`src/rtl/ring_meas_sched_if.sv`:
```
// Result port of the ring measurement scheduler: a valid/ready handshake
// carrying the ring index, the edge count and the saturation flag.
interface ring_meas_sched_if #(
   parameter int CNT_W = 16
);
   logic             O_VALID;
   logic             I_READY;
   logic [2:0]       O_RING_ID;
   logic [CNT_W-1:0] O_COUNT;
   logic             O_OVF;

   modport master (
      output O_VALID, O_RING_ID, O_COUNT, O_OVF,
      input  I_READY
   );

   modport slave (
      input  O_VALID, O_RING_ID, O_COUNT, O_OVF,
      output I_READY
   );
endinterface

```
`src/rtl/ring_meas_sched.sv`:
```
// Ring oscillator measurement scheduler. Walks the selected rings one at a
// time: enable the ring, let it settle, count its synchronized rising edges
// over a gate window of CLK cycles, then hold the result on a valid/ready
// port. Only one ring is ever enabled. Rings faster than CLK/2 alias; this is
// not detected. SETTLE must be at least 3 so the synchronizer chain is
// flushed of the previous ring before counting starts.
module ring_meas_sched #(
   parameter int NUM_RINGS = 6,
   parameter int GATE_W    = 16,
   parameter int CNT_W     = 16,
   parameter int SETTLE    = 8
) (
   input  logic                 CLK,
   input  logic                 RST,
   input  logic                 I_START,
   input  logic                 I_CONT,
   input  logic [NUM_RINGS-1:0] I_SEL,
   input  logic [GATE_W-1:0]    I_GATE,
   input  logic [NUM_RINGS-1:0] I_RING,
   output logic [NUM_RINGS-1:0] O_EN,
   output logic                 O_BUSY,
   ring_meas_sched_if.master    res
);

   localparam int SET_W = $clog2(SETTLE + 1);
   localparam int TMR_W = (GATE_W > SET_W) ? GATE_W : SET_W;

   typedef enum logic [1:0] {
      ST_IDLE,
      ST_SETTLE,
      ST_GATE,
      ST_REPORT
   } t_state;

   t_state               r_state;
   logic [NUM_RINGS-1:0] r_mask;
   logic [GATE_W-1:0]    r_gate;
   logic                 r_cont;
   logic [2:0]           r_id;
   logic [TMR_W-1:0]     r_tmr;
   logic [NUM_RINGS-1:0] r_en;
   logic                 r_busy;
   logic                 r_valid;
   logic [2:0]           r_rid;
   logic [CNT_W-1:0]     r_count;
   logic                 r_ovf_o;
   logic [CNT_W-1:0]     r_cnt;
   logic                 r_ovf;
   logic                 r_sync1;
   logic                 r_sync2;
   logic                 r_sync3;

   logic                 w_ring_sel;
   logic                 w_edge;
   logic [CNT_W-1:0]     w_cnt_nxt;
   logic                 w_ovf_nxt;
   logic                 w_nxt_vld;
   logic [2:0]           w_nxt_id;
   logic [2:0]           w_low_sel;
   logic [2:0]           w_low_mask;

   // Index of the lowest set bit of a ring mask (0 for an empty mask).
   function automatic logic [2:0] f_lowest(input logic [NUM_RINGS-1:0] m);
      logic [2:0] id;
      id = '0;
      for (int i = NUM_RINGS - 1; i >= 0; i--) begin
         if (m[i]) id = 3'(i);
      end
      return id;
   endfunction

   // One-hot enable pattern for a ring index.
   function automatic logic [NUM_RINGS-1:0] f_onehot(input logic [2:0] id);
      return NUM_RINGS'(1) << id;
   endfunction

   assign w_ring_sel = I_RING[r_id];
   assign w_edge     = r_sync2 & ~r_sync3;
   assign w_low_sel  = f_lowest(I_SEL);
   assign w_low_mask = f_lowest(r_mask);

   // Next selected ring strictly above the current one, if any.
   always_comb begin
      w_nxt_vld = 1'b0;
      w_nxt_id  = '0;
      for (int i = NUM_RINGS - 1; i >= 0; i--) begin
         if (r_mask[i] && (i > int'(r_id))) begin
            w_nxt_vld = 1'b1;
            w_nxt_id  = 3'(i);
         end
      end
   end

   // Saturating edge counter update; a dropped edge at full scale flags overflow.
   always_comb begin
      w_cnt_nxt = r_cnt;
      w_ovf_nxt = r_ovf;
      if (w_edge) begin
         if (&r_cnt) w_ovf_nxt = 1'b1;
         else        w_cnt_nxt = r_cnt + CNT_W'(1);
      end
   end

   // Synchronizer, edge counter and scheduling FSM with registered outputs.
   always_ff @(posedge CLK) begin
      if (!RST) begin
         r_state <= ST_IDLE;
         r_mask  <= '0;
         r_gate  <= '0;
         r_cont  <= 1'b0;
         r_id    <= '0;
         r_tmr   <= '0;
         r_en    <= '0;
         r_busy  <= 1'b0;
         r_valid <= 1'b0;
         r_rid   <= '0;
         r_count <= '0;
         r_ovf_o <= 1'b0;
         r_cnt   <= '0;
         r_ovf   <= 1'b0;
         r_sync1 <= 1'b0;
         r_sync2 <= 1'b0;
         r_sync3 <= 1'b0;
      end else begin
         r_sync1 <= w_ring_sel;
         r_sync2 <= r_sync1;
         r_sync3 <= r_sync2;
         case (r_state)
            ST_IDLE: begin
               if (I_START && (|I_SEL)) begin
                  r_mask  <= I_SEL;
                  r_gate  <= (I_GATE == '0) ? GATE_W'(1) : I_GATE;
                  r_cont  <= I_CONT;
                  r_id    <= w_low_sel;
                  r_en    <= f_onehot(w_low_sel);
                  r_tmr   <= TMR_W'(SETTLE - 1);
                  r_busy  <= 1'b1;
                  r_state <= ST_SETTLE;
               end
            end
            ST_SETTLE: begin
               if (r_tmr == '0) begin
                  r_tmr   <= TMR_W'(r_gate - GATE_W'(1));
                  r_cnt   <= '0;
                  r_ovf   <= 1'b0;
                  r_state <= ST_GATE;
               end else begin
                  r_tmr <= r_tmr - TMR_W'(1);
               end
            end
            ST_GATE: begin
               r_cnt <= w_cnt_nxt;
               r_ovf <= w_ovf_nxt;
               if (r_tmr == '0) begin
                  r_en    <= '0;
                  r_valid <= 1'b1;
                  r_rid   <= r_id;
                  r_count <= w_cnt_nxt;
                  r_ovf_o <= w_ovf_nxt;
                  r_state <= ST_REPORT;
               end else begin
                  r_tmr <= r_tmr - TMR_W'(1);
               end
            end
            ST_REPORT: begin
               if (res.I_READY) begin
                  r_valid <= 1'b0;
                  if (w_nxt_vld) begin
                     r_id    <= w_nxt_id;
                     r_en    <= f_onehot(w_nxt_id);
                     r_tmr   <= TMR_W'(SETTLE - 1);
                     r_state <= ST_SETTLE;
                  end else if (r_cont && I_START) begin
                     r_id    <= w_low_mask;
                     r_en    <= f_onehot(w_low_mask);
                     r_tmr   <= TMR_W'(SETTLE - 1);
                     r_state <= ST_SETTLE;
                  end else begin
                     r_busy  <= 1'b0;
                     r_state <= ST_IDLE;
                  end
               end
            end
            default: r_state <= ST_IDLE;
         endcase
      end
   end

   assign O_EN          = r_en;
   assign O_BUSY        = r_busy;
   assign res.O_VALID   = r_valid;
   assign res.O_RING_ID = r_rid;
   assign res.O_COUNT   = r_count;
   assign res.O_OVF     = r_ovf_o;

endmodule

```
`src/flat_wrapper.sv`:
```
// flat-port wrapper written by rule: the top's interface ports become plain ports
module ring_meas_sched_flat 
#(
   parameter int NUM_RINGS = 6,
   parameter int GATE_W    = 16,
   parameter int CNT_W     = 16,
   parameter int SETTLE    = 8
)
  (CLK, RST, I_START, I_CONT, I_SEL, I_GATE, I_RING, O_EN, O_BUSY, res_O_VALID, res_O_RING_ID, res_O_COUNT, res_O_OVF, res_I_READY);
  ring_meas_sched_if #(.CNT_W(CNT_W)) res_i ();
  input  logic CLK;
  input  logic RST;
  input  logic I_START;
  input  logic I_CONT;
  input  logic [NUM_RINGS-1:0] I_SEL;
  input  logic [GATE_W-1:0] I_GATE;
  input  logic [NUM_RINGS-1:0] I_RING;
  output logic [NUM_RINGS-1:0] O_EN;
  output logic O_BUSY;
  output wire logic [$bits(res_i.O_VALID)-1:0] res_O_VALID;
  output wire logic [$bits(res_i.O_RING_ID)-1:0] res_O_RING_ID;
  output wire logic [$bits(res_i.O_COUNT)-1:0] res_O_COUNT;
  output wire logic [$bits(res_i.O_OVF)-1:0] res_O_OVF;
  input wire logic [$bits(res_i.I_READY)-1:0] res_I_READY;
  assign res_O_VALID = res_i.O_VALID;
  assign res_O_RING_ID = res_i.O_RING_ID;
  assign res_O_COUNT = res_i.O_COUNT;
  assign res_O_OVF = res_i.O_OVF;
  assign res_i.I_READY = res_I_READY;
  ring_meas_sched #(.NUM_RINGS(NUM_RINGS), .GATE_W(GATE_W), .CNT_W(CNT_W), .SETTLE(SETTLE)) u_core (.CLK(CLK), .RST(RST), .I_START(I_START), .I_CONT(I_CONT), .I_SEL(I_SEL), .I_GATE(I_GATE), .I_RING(I_RING), .O_EN(O_EN), .O_BUSY(O_BUSY), .res(res_i));
endmodule
```
`config.mk`:
```
export PLATFORM = sky130hd
export DESIGN_NAME = ring_meas_sched_flat
export DESIGN_NICKNAME = d
export VERILOG_FILES = /design/src/rtl/ring_meas_sched_if.sv /design/src/rtl/ring_meas_sched.sv /design/src/flat_wrapper.sv
export SDC_FILE = /design/constraint.sdc
export NUM_CORES = 1
export LEC_CHECK = 0
export ABC_CLOCK_PERIOD_IN_PS = 6300
export BUFFER_PORTS_ARGS = -buffer_cell sky130_fd_sc_hd__clkbuf_2
export CAP_MARGIN = 20
export CELL_PAD_IN_SITES_DETAIL_PLACEMENT = 1
export CELL_PAD_IN_SITES_GLOBAL_PLACEMENT = 1
export CORE_ASPECT_RATIO = 0.8
export CORE_MARGIN = 3
export CORE_UTILIZATION = 46
export DETAILED_ROUTE_END_ITERATION = 8
export GPL_TIMING_DRIVEN = 0
export PLACE_DENSITY = 0.95
export SYNTH_ARGS = -nofsm -noshare
export SYNTH_HDL_FRONTEND = slang
export SYNTH_SLANG_ARGS = --single-unit
export TNS_END_PERCENT = 50
```
`constraint.sdc`:
```
create_clock -name CLK -period 6.3 [get_ports CLK]
set_clock_uncertainty 0.1 [all_clocks]
set_input_delay 0 -clock CLK [delete_from_list [all_inputs] [get_ports CLK]]
set_output_delay 0 -clock CLK [all_outputs]
set_load 0.01 [all_outputs]
```
### After elaboration in Yosys (flattened, before gate mapping)

Index checks and enable logic that the tools add are counted.

| storage, ports and cells | value |
|---|---|
| memory bits (read-only) | 0 |
| memories | 0 |
| register bits after elaboration | 92 |
| latch bits | 0 |
| input port bits | 33 |
| memory bits (writable) | 0 |
| output and inout port bits | 28 |

| cells by class | value |
|---|---|
| order comparisons | 6 |
| $mul | 0 |
| add/subtract/negate cells | 3 |
| reduce and logical (&&, ||, !) cells | 25 |
| shift operators | 3 |
| divide/modulo/power cells | 0 |
| multiplexer cells | 66 |
| equality and inequality tests | 11 |
| bitwise operators | 2 |

Operators with widths:

| kind | number |
|---|---|
| 16-bit two-way mux | 10 |
| 16-bit case mux with 4 select lines | 1 |
| 3-bit two-way mux | 21 |
| 16-bit zero test | 2 |
| 16-bit case mux with 2 select lines | 1 |
| 16-bit by 1-bit subtractor with 16-bit output (second input constant) | 2 |
| 6-bit two-way mux | 5 |
| 6-bit case mux with 3 select lines | 1 |
| 1-bit by 3-bit << shifter with 6-bit output (first input constant) | 3 |
| 16-bit by 1-bit adder with 16-bit output (second input constant) | 1 |
| 1-bit two-way mux | 16 |
| 16-bit AND reduction | 1 |
| 4-bit AND reduction | 3 |
| 2-bit two-way mux | 5 |
| 5-bit AND reduction | 2 |
| 2-bit inequality test (second input constant) | 4 |
| 2-bit case mux with 4 select lines | 1 |
| 1-bit logical AND | 7 |
| 2-bit by 3-bit > comparator with 1-bit output (first input constant) | 2 |
| 3-bit > comparator (first input constant) | 2 |
| 2-bit by 1-bit inequality test with 1-bit output (second input constant) | 3 |
| 1-bit case mux with 2 select lines | 3 |
| 3-bit case mux with 2 select lines | 1 |
| 2-bit AND reduction | 3 |
| 13 further kinds | 16 |

### Logic depth before layout (Yosys ltp)

Gate-level depths: netlist of the first run.

| logic depth | value |
|---|---|
| depth after elaboration | 11 |
| gate-level depth with buffers | 10 |
| depth with buffers taken out | 8 |

### Worst setup path before layout of the first run

No wires, ideal clock.

| path | value |
|---|---|
| kind | register -> register |
| start point | register u_core.r_state[1] |
| end point | register u_core.r_tmr[7] |
| slack | 3.769 ns |
| path buffers | 1 |
| arrival | 2.372 ns |
| cell stages (with the launch flop) | 10 |
| cells stage by stage | dfxtp_1 inv_1 ha_1 nor3b_1 a221o_1 a41o_1 buf_2 or4_4 nor4_1 a211o_1 |

| between the ends | value |
|---|---|
| longest elaborated chain between the ends | 3 |
| elaborated cells on any way between the ends | 10 |
| classes of those cells | 7 x eq/ne; 1 x mux; 2 x reduce/logical |

RTL lines:

| what | line | source |
|---|---|---|
| from (decl) | ring_meas_sched.sv:35 | `t_state r_state;` |
| from (signal assigned) | ring_meas_sched.sv:107 | `r_state <= ST_IDLE;` |
| from (signal assigned) | ring_meas_sched.sv:138 | `r_state <= ST_SETTLE;` |
| from (signal assigned) | ring_meas_sched.sv:146 | `r_state <= ST_GATE;` |
| 2-bit == test / 2-bit zero test (equally long branches) | ring_meas_sched.sv:128 | `case (r_state)` |
| 3-bit by 1-bit inequality test with 1-bit output (no line), or another cell as far along | -- |  |
| 4-bit AND reduction (no line) | -- |  |
| to (signal assigned) | ring_meas_sched.sv:136 | `r_tmr <= TMR_W'(SETTLE - 1);` |
| to (signal assigned) | ring_meas_sched.sv:143 | `r_tmr <= TMR_W'(r_gate - GATE_W'(1));` |
| to (signal assigned) | ring_meas_sched.sv:148 | `r_tmr <= r_tmr - TMR_W'(1);` |
| to (decl) | ring_meas_sched.sv:40 | `logic [TMR_W-1:0] r_tmr;` |

Several ways; a longest one is shown, not always the timed one.
A chain may end at the register's enable or synchronous reset.

### Worst setup path after layout of the first run

| path | value |
|---|---|
| start point | register u_core.r_state[0] |
| end point | register u_core.r_tmr[7] |

Same word-level chain as after synthesis.

==> metrics.cfg, run 1 <==
[yosys]
synth_common_cells = dfxtp_1 (92), nand2_1 (76), nor2_1 (51), o21ai_0 (51), a21oi_1 (48)
yosys-top-cells-area = dfxtp_1 (38%), nand2_1 (5.8%), o21ai_0 (5.2%)
synthCells = 615
synth_area_um2 = 4880
syn_nets = 657
yosysTopAreaCell = dfxtp_1
ys_ff_latch = 92
synth_edf_count = 0
ys_seq_area_frac = 0.377
synth_cell_types = 62
ys.flop_type = dfxtp_1
yosysMostFrequentCell = dfxtp_1
postSynthAreaPerCell_um2 = 7.94
ys_async_sr_fraction = 0
ys_warn_count = 0
synth_top_cell_area_share = 0.377

[setup_path]
critPathArrivalTime_ns = 3.33
crit_path_end_kind = register
ff2ff_setup_slack_ns = 3.15
crit_required_ns = 6.49
start_kind = register
cp_max_fo = 10
cp_slowest_cell = or4_4
r2r_start = u_core.r_state[0]
r2r_cells = 9
path_cells = inv_1 > ha_1 > nor3b_1 > a221o_1 > a41o_1 > buf_2 > or4_4 > nor4_1 > a211o_1
critical_path_class = register to register
rr_endpoint = u_core.r_tmr[7]
slowest_delay_ns = 0.58

[detailed_routing]
drc = 0
dr.pass1.iters = 5
wire_per_inst_um = 24.0
vias_per_cell = 6.72
antenna_left = 0
via_count = 5725
routed_wl_mm = 20.4
drt_iter0_drc = 683

[clock_tree]
ctsHtreeMaxLevel = 3
numCtsBuffers = 9
root_buffer = clkbuf_16
postCtsSetupRepairBufs = 0
clk_latency_ns = 0.36
clock_sinks = 92
cts_tree = built
cts_resized = 0
hold_buffers = 24
path_clk_slew_ns = 0.07
cts_buffer_depth = 2

[timing]
fin_setup_tns_ns = 0
slew_headroom = 0.268
rsz0062_at_grt = false
hold_viol = 0
max_freq_ghz = 0.318
holdWs_ns = 0.0361
fin_crit_ns = 3.15
tightest_slew_ns = 1.09
finalSetupViolations = 0
slew_viol_final = 0
timing.final.crit_share = 0.499

[die]
ios = 61
start_util = 0.490
placementRows = 32
fp.dieW_um = 121
die_h_um = 98.1
dieArea_um2 = 11900
core_um2 = 9970

[global_routing]
grt_antenna_before_repair = 0
grt_pass1_wl_mm = 32.8
grt_remaining_overflow = 0
grt_max_degree = 15
grt_pass1_vias = 6095
grt_usage = 0.348

[placement]
hpwl_mm = 12.5
io_buffers = 60
globalplace.congestion = 0.918

[power]
power_density_nw_per_um2 = 420
max-vdd-ir-drop_v = 0.000183
p_leak_nw = 2.36

[run]
cap_violations = 0

[finish]
drive_above_1_share = 0.135
antenna_cells = 0
area_delta_synth_final_pct = 21.2
multi_input_area_um2 = 2830
regArea_um2 = 1840
fillers = 1217
finalNetCount = 753

[min_path]
min_to = u_core.r_sync1
holdCritStartpoint = I_RING[4]
holdCritPathClass = input port to register
hold_depth = 4

[outcome]
outcome = finished clean

-- worst max path at each step --
stage	from	end	cells after the start	slack, ns
CTS	u_core.r_tmr[6]	u_core.r_cnt[2]	8	3.36
global placement	u_core.r_tmr[2]	u_core.r_tmr[9]	6	3.30
finish	u_core.r_state[0]	u_core.r_tmr[7]	9	3.15
detailed placement	u_core.r_tmr[6]	u_core.r_cnt[2]	8	3.39
floorplan	u_core.r_state[1]	u_core.r_tmr[7]	9	3.77
global route	u_core.r_tmr[0]	u_core.r_cnt[2]	9	3.08
-- cells by family after synthesis --
| family | after synthesis | share of synthesized area |
|---|---|---|
| AO/OA/AOI/OAI | 183 | 0.240 |
| XOR/XNOR | 34 | 0.0610 |
| adder cells (fa/ha/maj) | 9 | 0.0231 |
| buffers and inverters | 52 | 0.0436 |
| flip-flops | 92 | 0.377 |
| multiplexers | 6 | 0.0149 |
| AND/OR/NAND/NOR | 239 | 0.240 |
-- registers in the layout (all words and copies together) (netlist names) --
| signal | flops |
|---|---|
| u_core.O_BUSY | 1 |
| u_core.O_EN | 6 |
| u_core.r_cnt | 16 |
| u_core.r_cont | 1 |
| u_core.r_gate | 16 |
| u_core.r_id | 3 |
| u_core.r_mask | 6 |
| u_core.r_ovf | 1 |
| u_core.r_state | 2 |
| u_core.r_sync1 | 1 |
| u_core.r_sync2 | 1 |
| u_core.r_sync3 | 1 |
| u_core.r_tmr | 16 |
| u_core.res.O_COUNT | 16 |
| u_core.res.O_OVF | 1 |
| u_core.res.O_RING_ID | 3 |
| u_core.res.O_VALID | 1 |
-- area by class of cell --
cell class | instances | share of cell area
multi-input cells | 471 | 0.478
flip-flops and latches | 92 | 0.311
repair buffers | 85 | 0.0922
clock buffers | 11 | 0.0410
well taps | 136 | 0.0288
plain buffers | 33 | 0.0239
clock inverters | 5 | 0.0127
inverters | 19 | 0.0121
-- per-layer routing --
layer  vias to the layer above  wire, µm  GRT usage
li1                       2433         -          -
met1                      2776      7910      0.417
met4                         0      1300      0.215
met5                         -         0          0
met3                       124      1630     0.0735
met2                       392      9600      0.570
-- worst max-delay path: cells and delay by family, from the launching register on --
kind | cells | cell delay (ns)
AND/OR/NAND/NOR | 3 | 1.09
AO/OA/AOI/OAI | 3 | 0.82
flip-flops | 1 | 0.41
buffers and inverters | 2 | 0.35
adder cells (fa/ha/maj) | 1 | 0.30
-- cell usage in the layout, fill, tap and decap left out, types with 3 or more instances in the layout --
master	netlist	layout
clkbuf_2	0	60
o21bai_1	4	4
or2_2	3	3
a22o_1	10	10
a211o_1	4	4
nor2_1	51	51
clkbuf_16	0	9
o31ai_1	6	6
o21ai_0	51	51
a31oi_1	5	5
and3_1	3	3
a21oi_1	48	48
nor3_1	21	21
a211oi_1	5	5
o22ai_1	10	10
xnor2_1	13	13
and2_1	9	9
nor4_1	18	18
mux2i_1	5	5
ha_1	9	9
nor2b_1	6	6
a22oi_1	12	12
dlygate4sd3_1	0	24
a2111oi_0	3	3
xor2_1	21	21
nand2b_1	5	5
inv_1	18	18
clkinv_2	0	3
nand2_1	76	76
clkbuf_1	23	24
nand3_1	16	16
or3_1	8	8
buf_2	8	9
dfxtp_1	92	92
nand4_1	6	6
or4_4	3	3
or4_1	6	6
-- where the power goes --
group          switching (mW)  internal (mW)  total (mW)
combinational           0.745          0.379        1.12
clock                   0.243          0.357       0.600
sequential             0.0900          0.669       0.759
total                    1.08           1.40        2.48
-- metrics by stage --
stage	cells	power, mW	utilization	cell area, µm²	setup WS, ns
detailed placement	812	1.76	0.537	5360	3.39
finish	852	2.48	0.593	5920	3.15
floorplan	615	1.45	-	4880	3.77
global route	852	2.58	0.593	5920	3.08
global placement	811	1.68	0.537	5350	3.30
CTS	852	2.39	0.593	5920	3.36
Power figures use the tool's default switching activity.
==> run 2, diff against run 1 <==
--- a/config.mk
+++ b/config.mk
@@ -5,17 +5,18 @@
 export SDC_FILE = /design/constraint.sdc
 export NUM_CORES = 1
 export LEC_CHECK = 0
-export ABC_CLOCK_PERIOD_IN_PS = 6300
+export ABC_AREA = 1
+export ABC_CLOCK_PERIOD_IN_PS = 3100
 export BUFFER_PORTS_ARGS = -buffer_cell sky130_fd_sc_hd__clkbuf_2
 export CAP_MARGIN = 20
 export CELL_PAD_IN_SITES_DETAIL_PLACEMENT = 1
 export CELL_PAD_IN_SITES_GLOBAL_PLACEMENT = 1
 export CORE_ASPECT_RATIO = 0.8
 export CORE_MARGIN = 3
-export CORE_UTILIZATION = 46
+export CORE_UTILIZATION = 42
 export DETAILED_ROUTE_END_ITERATION = 8
 export GPL_TIMING_DRIVEN = 0
-export PLACE_DENSITY = 0.95
+export PLACE_DENSITY = 0.92
 export SYNTH_ARGS = -nofsm -noshare
 export SYNTH_HDL_FRONTEND = slang
 export SYNTH_SLANG_ARGS = --single-unit
==> constraint.sdc (replaced) <==
create_clock -name CLK -period 3.1 [get_ports CLK]
set_clock_uncertainty 0.1 [all_clocks]
set_input_delay 0 -clock CLK [delete_from_list [all_inputs] [get_ports CLK]]
set_output_delay 0 -clock CLK [all_outputs]
set_load 0.01 [all_outputs]
==> metrics.cfg, run 2 <==
[outcome]
outcome = finished clean

[finish]
design_area_um2 = 6350
regArea_um2 = 1840
finalNetCount = 928
final_common_cell = nand2_1
fillers = 1598
multi_input_area_um2 = 2960
utilization = 0.533
mostFrequentLayoutCells = nand2_1 (179), dfxtp_1 (92), nor2_1 (84)
drive_above_1_share = 0.141
area_delta_synth_final_pct = 20.2

[timing]
fin_crit_ns = 2.42
rsz0062_at_grt = false
hold_viol = 0
timing.final.crit_share = 0.781
max_freq_ghz = 0.413
finalSetupViolations = 0
fin_setup_tns_ns = 0
tightest_slew_ns = 0.699
holdWs_ns = 0.0315
slew_headroom = 0.534
slew_viol_final = 0
layout_setup_ws_ns = 0.680

[yosys]
postSynthAreaPerCell_um2 = 6.70
ys_warn_count = 0
synthMuxAreaShare = 0
synthAdderAreaFrac = 0.0213
synth_area_um2 = 5290
ys_ff_latch = 92
synth-simple-area-share = 0.313
syn_nets = 831
synth_top_family_by_area = simple AND/OR/NAND/NOR gates
synthXorXnorAreaFrac = 0.0497
ys_seq_area_frac = 0.348
yosysTopAreaCell = dfxtp_1
yosys-top-cells-area = dfxtp_1 (35%), nand2_1 (13%), a21oi_1 (7.5%)
synth_common_cells = nand2_1 (179), dfxtp_1 (92), nor2_1 (84), inv_1 (82), a21oi_1 (79)
ys_async_sr_fraction = 0
ys.flop_type = dfxtp_1
synth_compound_area_frac = 0.177
synthCells = 789
synth_edf_count = 0
synth_cell_types = 40
yosysMostFrequentCell = nand2_1
synth_top_cell_area_share = 0.348

[clock_tree]
root_buffer = clkbuf_16
clk_latency_ns = 0.35
cts_resized = 0
numCtsBuffers = 9
ctsHtreeMaxLevel = 3
cts_tree = built
clock_sinks = 92
cts_buffer_depth = 2
path_clk_slew_ns = 0.08

[detailed_routing]
dr.pass1.iters = 5
routed_wl_mm = 20.3
vias_per_cell = 5.65
wire_per_inst_um = 19.2
via_count = 5984
dr_wl_met2_mm = 9.28
wl_met3_mm = 1.41
wl_met1_mm = 8.99
dr.max_layer_used = met4
drc = 0
antenna_left = 0
drt_iter0_drc = 541

[setup_path]
path_buf_inv = 4
r2r_start = u_core.r_state[0]
crit_cells = 8
rr_endpoint = u_core.res.O_COUNT[8]
crit_required_ns = 3.26
crit_path_end_kind = register
cp_max_fo = 10
worstSetupStartpoint = u_core.r_state[0]
cpLargestDelayFamily = buffers and inverters
critical_path.endpoint = u_core.res.O_COUNT[8]
r2r_cells = 8
start_kind = register
slowest_delay_ns = 0.38
critical_path_class = register to register
cp_slowest_cell = dfxtp_1
path_cells = inv_1 > ha_1 > clkbuf_1 > nand4_2 > inv_2 > buf_4 > o21ai_0 > a21oi_1
ff2ff_setup_slack_ns = 0.68
critPathArrivalTime_ns = 2.58

[die]
dieArea_um2 = 14000
start_util = 0.444
core_um2 = 11900
placementRows = 35
fp.dieW_um = 131
die_h_um = 106
ios = 61

[placement]
postPlaceCellArea_um2 = 5790
io_buffers = 60
hpwl_mm = 13.2
dp_slack_ns = 0.809
globalplace.congestion = 0.877

[global_routing]
grt_pass1_wl_mm = 33.0
grt_antenna_before_repair = 2
grt_pass1_vias = 6242
grt_max_degree = 19
grt_remaining_overflow = 0
grt_usage = 0.291

[power]
max-vdd-ir-drop_v = 0.000414
p_leak_nw = 2.83
power_density_nw_per_um2 = 896

[run]
cap_violations = 0

[min_path]
holdCritPathClass = input port to register

## run 2: cell types whose count changed after synthesis, sizes merged, moves of 9 or more
cell,before,now
a22oi,12,0
nand2,76,186
a22o,10,0
a21oi,49,83
inv,19,89
or4,9,0
nor3,21,8
nand3,16,56
o21ai,51,70
nor2,51,97
nor4,18,4
## run 2: worst min-delay path: stages
cell and delay (ns):
clkbuf_2 0.11, clkinv_1 0.13, a21oi_1 0.07, o21ai_1 0.08
inv_1 0.05
## run 2: metal layers
| metal | track usage | vias to the layer above |
|---|---|---|
| li1 | - | 2772 |
| met1 | 0.379 | 2896 |
| met2 | 0.480 | 261 |
| met3 | 0.0605 | 55 |
| met4 | 0.103 | 0 |
| met5 | 0 | - |
## run 2: how the worst min path moves through the flow
stage	from	endpoint	slack [ns]	depth (start not counted)
6_report	RST	u_core.r_id[0]	0.03	5
5_1_grt	RST	u_core.r_id[0]	0.07	5
4_1_cts	RST	u_core.r_id[0]	0.02	5
3_5_place_dp	I_CONT	u_core.r_cont	0.16	3
3_3_place_gp	I_CONT	u_core.r_cont	0.13	3
2_1_floorplan	I_CONT	u_core.r_cont	0.03	2
## run 2: power by group
part | leakage (nW) | internal [mW] | switching (mW) | total (mW)
clock | 0.142 | 0.568 | 0.549 | 1.12
combinational | 1.94 | 0.940 | 1.97 | 2.91
sequential | 0.750 | 1.42 | 0.243 | 1.66
## run 2: kinds of logic after synthesis
logic type                 after synthesis
and+or+nand+nor                        366
adders and majority gates                9
buffers and inverters                  117
AOI/OAI and AO/OA                      175
DFF                                     92
xor gates and xnor gates                30
## run 2: what timing repair did
action                                  in CTS  in global routing
endpoints found under the hold margin       24                  0
buffers inserted                             0                  0
endpoints found under the setup margin       0                  0
hold buffers                                26                  0
## run 2: cell type report
cell class,instances,share of cell area
Inverter,90,0.0532
Clock inverter,7,0.0106
Buffer,27,0.0223
Tap cell,166,0.0327
Sequential cell,92,0.290
Timing Repair Buffer,86,0.0883
Clock buffer,9,0.0355
Antenna cell,2,0.000788
Multi-Input combinational cell,580,0.467
## run 2: stage by stage
stage	std cells	power, mW
after floorplan	789	3.56
after global routing	1059	6.06
after CTS	1057	5.55
after detailed placement	1015	4.35
after global placement	1015	4.25
final	1059	5.69
